$ cat src/rtl/soc_vga_scanout.sv
// ============================================================================
// soc_vga_scanout
// ----------------------------------------------------------------------------
// VGA scan-out engine for a byte-per-pixel RGB332 framebuffer. It generates
// the raster timing (640x480 @ 60 Hz by default), issues one framebuffer byte
// address per active pixel, and expands each returned RGB332 byte to 4:4:4
// colour pins. All control (sync, blanking, frame marker) is delayed so that
// it reaches the pins together with the colour fetched for the same pixel.
//
// Ports:
//   clk          in   pixel clock, the only clock of the block
//   res          in   synchronous active-high reset
//   enable       in   1 = show framebuffer contents, 0 = force black
//   word_addr_b  out  framebuffer byte address (ADDR_WIDTH bits)
//   read_data_b  in   RGB332 pixel {R[2:0],G[2:0],B[1:0]}, valid FB_LATENCY
//                     cycles after its address
//   vga_r/g/b    out  4-bit colour channels
//   vga_hs       out  horizontal sync (asserted level = HSYNC_POL)
//   vga_vs       out  vertical sync   (asserted level = VSYNC_POL)
//   vblank       out  high while the pins are in vertical blanking
//   frame_start  out  one-cycle pulse with the first active pixel of a frame
//
// Pin latency from the raster counters is FB_LATENCY+1 cycles for every pin.
// ============================================================================
module soc_vga_scanout #(
    parameter int H_ACTIVE   = 640,
    parameter int H_FP       = 16,
    parameter int H_SYNC     = 96,
    parameter int H_BP       = 48,
    parameter int V_ACTIVE   = 480,
    parameter int V_FP       = 10,
    parameter int V_SYNC     = 2,
    parameter int V_BP       = 33,
    parameter bit HSYNC_POL  = 1'b0,
    parameter bit VSYNC_POL  = 1'b0,
    parameter int ADDR_WIDTH = 32,
    parameter int FB_LATENCY = 1
) (
    input  logic                  clk,
    input  logic                  res,
    input  logic                  enable,
    output logic [ADDR_WIDTH-1:0] word_addr_b,
    input  logic [7:0]            read_data_b,
    output logic [3:0]            vga_r,
    output logic [3:0]            vga_g,
    output logic [3:0]            vga_b,
    output logic                  vga_hs,
    output logic                  vga_vs,
    output logic                  vblank,
    output logic                  frame_start
);

    // ------------------------------------------------------------------
    // Derived raster geometry
    // ------------------------------------------------------------------
    localparam int H_TOTAL = H_ACTIVE + H_FP + H_SYNC + H_BP;
    localparam int V_TOTAL = V_ACTIVE + V_FP + V_SYNC + V_BP;
    localparam int HW      = $clog2(H_TOTAL);
    localparam int VW      = $clog2(V_TOTAL);

    localparam logic [HW-1:0] H_LAST     = HW'(H_TOTAL - 1);
    localparam logic [HW-1:0] H_ACT      = HW'(H_ACTIVE);
    localparam logic [HW-1:0] HS_START   = HW'(H_ACTIVE + H_FP);
    localparam logic [HW-1:0] HS_END     = HW'(H_ACTIVE + H_FP + H_SYNC);
    localparam logic [VW-1:0] V_LAST     = VW'(V_TOTAL - 1);
    localparam logic [VW-1:0] V_ACT      = VW'(V_ACTIVE);
    localparam logic [VW-1:0] VS_START   = VW'(V_ACTIVE + V_FP);
    localparam logic [VW-1:0] VS_END     = VW'(V_ACTIVE + V_FP + V_SYNC);

    // Control bits that travel alongside the framebuffer read.
    typedef struct packed {
        logic de;
        logic hs;
        logic vs;
        logic vb;
        logic fs;
    } ctrl_t;

    localparam ctrl_t CTRL_RST = {1'b0, ~HSYNC_POL, ~VSYNC_POL, 1'b0, 1'b0};

    // ------------------------------------------------------------------
    // Raster counters and address counter state
    // ------------------------------------------------------------------
    logic [HW-1:0]         h;
    logic [HW-1:0]         h_next;
    logic [VW-1:0]         v;
    logic [VW-1:0]         v_next;
    logic                  h_wrap;
    logic                  frame_wrap;
    logic                  de_next;
    logic [ADDR_WIDTH-1:0] addr;

    ctrl_t                 stage0;
    ctrl_t                 pipe [FB_LATENCY];
    ctrl_t                 aligned;

    // Next raster position. The vertical counter only moves when the
    // horizontal counter wraps, and both return to zero together at the
    // last position of the frame.
    always_comb begin
        h_wrap     = (h == H_LAST);
        frame_wrap = h_wrap && (v == V_LAST);
        h_next     = h_wrap ? '0 : h + HW'(1);
        v_next     = v;
        if (h_wrap) begin
            v_next = (v == V_LAST) ? '0 : v + VW'(1);
        end
        de_next    = (h_next < H_ACT) && (v_next < V_ACT);
    end

    // Stage-0 decode of the current raster position. Syncs are produced at
    // their asserted polarity here so nothing downstream needs to know it.
    always_comb begin
        stage0.de = (h < H_ACT) && (v < V_ACT);
        stage0.hs = ((h >= HS_START) && (h < HS_END)) ? HSYNC_POL : ~HSYNC_POL;
        stage0.vs = ((v >= VS_START) && (v < VS_END)) ? VSYNC_POL : ~VSYNC_POL;
        stage0.vb = (v >= V_ACT);
        stage0.fs = (h == '0) && (v == '0);
    end

    // Raster counters plus the linear pixel address. The address advances
    // as the raster steps into an active pixel, so during active video it
    // is v*H_ACTIVE+h without a multiplier, and through blanking it rests
    // on the last pixel fetched (639 at the end of line 0, 307199 through
    // vertical blanking). The frame wrap clears it for pixel (0,0).
    always_ff @(posedge clk) begin
        if (res) begin
            h    <= '0;
            v    <= '0;
            addr <= '0;
        end else begin
            h <= h_next;
            v <= v_next;
            if (frame_wrap) begin
                addr <= '0;
            end else if (de_next) begin
                addr <= addr + ADDR_WIDTH'(1);
            end
        end
    end

    assign word_addr_b = addr;

    // Control delay line, FB_LATENCY deep, so the decoded control for a
    // pixel arrives in the same cycle as that pixel's read_data_b.
    always_ff @(posedge clk) begin
        if (res) begin
            for (int i = 0; i < FB_LATENCY; i++) begin
                pipe[i] <= CTRL_RST;
            end
        end else begin
            pipe[0] <= stage0;
            for (int i = 1; i < FB_LATENCY; i++) begin
                pipe[i] <= pipe[i-1];
            end
        end
    end

    assign aligned = pipe[FB_LATENCY-1];

    // Output register: every pin comes from a flop. Colour is expanded by
    // replicating the top bits into the new LSBs so full-scale RGB332 maps
    // to full-scale 4-bit. enable acts here directly rather than travelling
    // down the delay line, so blanking by software takes effect one cycle
    // after it is sampled and never disturbs the syncs.
    always_ff @(posedge clk) begin
        if (res) begin
            vga_r       <= '0;
            vga_g       <= '0;
            vga_b       <= '0;
            vga_hs      <= ~HSYNC_POL;
            vga_vs      <= ~VSYNC_POL;
            vblank      <= 1'b0;
            frame_start <= 1'b0;
        end else begin
            if (aligned.de && enable) begin
                vga_r <= {read_data_b[7:5], read_data_b[7]};
                vga_g <= {read_data_b[4:2], read_data_b[4]};
                vga_b <= {read_data_b[1:0], read_data_b[1:0]};
            end else begin
                vga_r <= '0;
                vga_g <= '0;
                vga_b <= '0;
            end
            vga_hs      <= aligned.hs;
            vga_vs      <= aligned.vs;
            vblank      <= aligned.vb;
            frame_start <= aligned.fs;
        end
    end

endmodule

$ cat config.mk
export PLATFORM = sky130hd
export DESIGN_NAME = soc_vga_scanout
export DESIGN_NICKNAME = d
export VERILOG_FILES = /design/src/rtl/soc_vga_scanout.sv
export SDC_FILE = /design/constraint.sdc
export NUM_CORES = 1
export LEC_CHECK = 0
export ABC_AREA = 1
export BUFFER_PORTS_ARGS = -buffer_cell sky130_fd_sc_hd__clkbuf_2
export CAP_MARGIN = 20
export CELL_PAD_IN_SITES_DETAIL_PLACEMENT = 2
export CELL_PAD_IN_SITES_GLOBAL_PLACEMENT = 2
export CORE_AREA = 4 4 111 113
export CTS_CLUSTER_DIAMETER = 150
export CTS_CLUSTER_SIZE = 12
export DETAILED_ROUTE_END_ITERATION = 7
export DIE_AREA = 0 0 115 117
export PLACE_DENSITY = 0.85
export SLEW_MARGIN = 20
export SYNTH_ARGS = -nofsm -noshare
export SYNTH_HDL_FRONTEND = slang
export SYNTH_SLANG_ARGS = --single-unit
$ cat constraint.sdc
create_clock -name clk -period 3.4 [get_ports clk]
set_input_delay 0.68 -clock clk [delete_from_list [all_inputs] [get_ports clk]]
set_output_delay 0.68 -clock clk [all_outputs]
set_load 0.01 [all_outputs]
==> impl_metrics.tcl <==
set metrics [dict create \
    worstPathMaxFanout 33 \
    cts_setup_buffers 0 \
    path_class "register to register" \
    dieArea_um2 13500 \
    first_pass_iters 4 \
    fill_cells 1392 \
    cts-root-buf "clkbuf_16" \
    fin_tns_setup_ns 0 \
    nets 612 \
    grt_pass1_wl_um 21500 \
    cts.sinks 69 \
    grt_usage 0.204 \
    num_rows 39 \
    grt_overflow 0 \
    vias 3734 \
    fmax_ghz 0.378 \
    synth_ff_type "dfxtp_1" \
    final_common_cell "nand2_1" \
    drtIter0Drc 132 \
    vdd_ir_drop_max_v 0.000257 \
    synth_edf_count 0 \
    report.final.slew_viol_count 0 \
    synth_seq_cells 69 \
    register_area_um2 1380 \
    routed_via_density 5.03 \
    min_path_type "register to register" \
    post-route-period-util 0.778 \
    clock_latency_ns 0.35 \
    die_w_um 115 \
    cts_tree "built" \
    hpwl_um 9290 \
    dpl.cell_count 727 \
    setup_viol 0 \
    fin_skew_ns 0.00833 \
    powerDensity_nw_per_um2 416 \
    yosysSeqAreaShare 0.368 \
    rsz0062_at_grt "no" \
    cts-hold-fix-buffers 0 \
    ant_nets 0 \
    initial_core_util 0.332 \
    p_leak_nw 1.79 \
    port_buffers 58 \
    final_cells 742 \
    ys_types 34 \
    insertedDiodeCount 0 \
    critPathRequiredTime_ns 3.61 \
    htree_num_levels 3 \
    synth-async-reset-ratio 0 \
    io_pins 59 \
    cts_buffers 9 \
    status "completed" \
    final_util 0.387 \
    netlist_area_um2 3760 \
    synth_cells 543 \
    place_congestion 0.837 \
    multiInputGateArea_um2 1990 \
    fp.dieH_um 117 \
    cp.arrival_ns 2.85 \
    end_kind "register" \
    layout-drive-gt1-share 0.157 \
    routed_wl_um 13000 \
    grt_pass1_vias 4127 \
    grt_start_max_net_pins 39 \
    hold_viol 0 \
    antenna_found_initial 0 \
    core-area_um2 11300 \
    syn_nets 560 \
    ctsResizeCount 0 \
    final_cell_mix "138 x nand2_1, 73 x nor2_1, 69 x dfxtp_1" \
    cap_violations 0 \
    clkTransAtPathRegs_ns 0.06 \
    p_total_mw 1.82 \
    ctsLongestPathBuffers 2 \
    relSlewSlack 0.677 \
    syn_to_final_growth_pct 16.5 \
    detail_route.wl_per_cell_um 17.5 \
    cp-start-kind "register" \
    tightest_slew_ns 0.481 \
    yosysWarnings 0 \
    synth.avg_cell_area_um2 6.92 \
    post-route-drc-count 0 \
    min_period_ns 2.64 \
]
[power by group]
part | internal, mW | switching [mW] | leakage (nW)
Sequential | 0.820 | 0.00930 | 0.558
Clock | 0.563 | 0.366 | 0.132
Combinational | 0.0220 | 0.0386 | 1.10
[final timing paths]
path | start | to | slack, ns | cells past startpoint
min | pipe[0][2]$_SDFF_PP1_ | vga_vs$_SDFF_PP1_ | 0.42 | 1
max reg2reg | h[0]$_SDFF_PP0_ | word_addr_b[16]$_SDFFE_PP0P_ | 0.76 | 13
min reg2reg | pipe[0][2]$_SDFF_PP1_ | vga_vs$_SDFF_PP1_ | 0.42 | 1
max | h[0]$_SDFF_PP0_ | word_addr_b[16]$_SDFFE_PP0P_ | 0.76 | 13
[kinds of logic after synthesis]
family / synth area share
buffers and inverters: 0.103
adders and majority gates: 0.0200
DFF: 0.368
xor gates and xnor gates: 0.0699
AOI/OAI and AO/OA: 0.0623
and+or+nand+nor: 0.377
[through the flow]
step                cell area, um^2  setup WS, ns  hold WS [ns]
floorplan                      3760          1.57         0.388
global placement               4100         0.971         0.393
detailed placement             4100         0.777         0.407
CTS                            4380         0.717         0.421
global route                   4380         0.506         0.442
finish                         4380         0.756         0.420
[state kept, by name (all words and copies together) (netlist names)]
name         count
v               10
vga_b            2
frame_start      1
vga_r            3
vga_g            3
pipe             5
h               10
vblank           1
vga_vs           1
word_addr_b     32
vga_hs           1
[routing by layer]
layer	GRT usage	wire, um	vias to the layer above
met5	0	0	-
met4	0.0634	172	0
met3	0.0370	319	14
met2	0.392	7180	41
met1	0.228	5330	1840
li1	-	-	1839
[synth_stat cells (all sizes together) (4+ instances only)]
library cell,n,area (um^2)
nor3,20,105
xor2,18,158
buf,15,139
clkbuf,5,18.8
xnor2,12,105
nand4,10,83.8
nand2,141,547
nor2,79,322
a21oi,36,180
nand3,52,283
ha,6,75.1
inv,61,229
o21ai,4,20.0
dfxtp,69,1380
[cell type report]
class | instances | share of cell area
clock buffer | 11 | 0.0532
sequential | 69 | 0.316
tap | 143 | 0.0409
inverter | 61 | 0.0523
multi-input combinational | 393 | 0.455
timing repair buffer | 61 | 0.0714
clock inverter | 4 | 0.0114
[critical path, stage by stage (launching register included)]
cell     delay, ns
dfxtp_1       0.37
ha_1          0.22
nand3_2       0.16
inv_2         0.14
nand4_4       0.22
nand3_1       0.19
nand2_1       0.08
inv_1         0.07
nor2_1        0.06
nor2_4        0.07
buf_4         0.33
nand2_4       0.31
nand2_1       0.16
a21oi_1       0.09
Power figures use the tool's default switching activity.
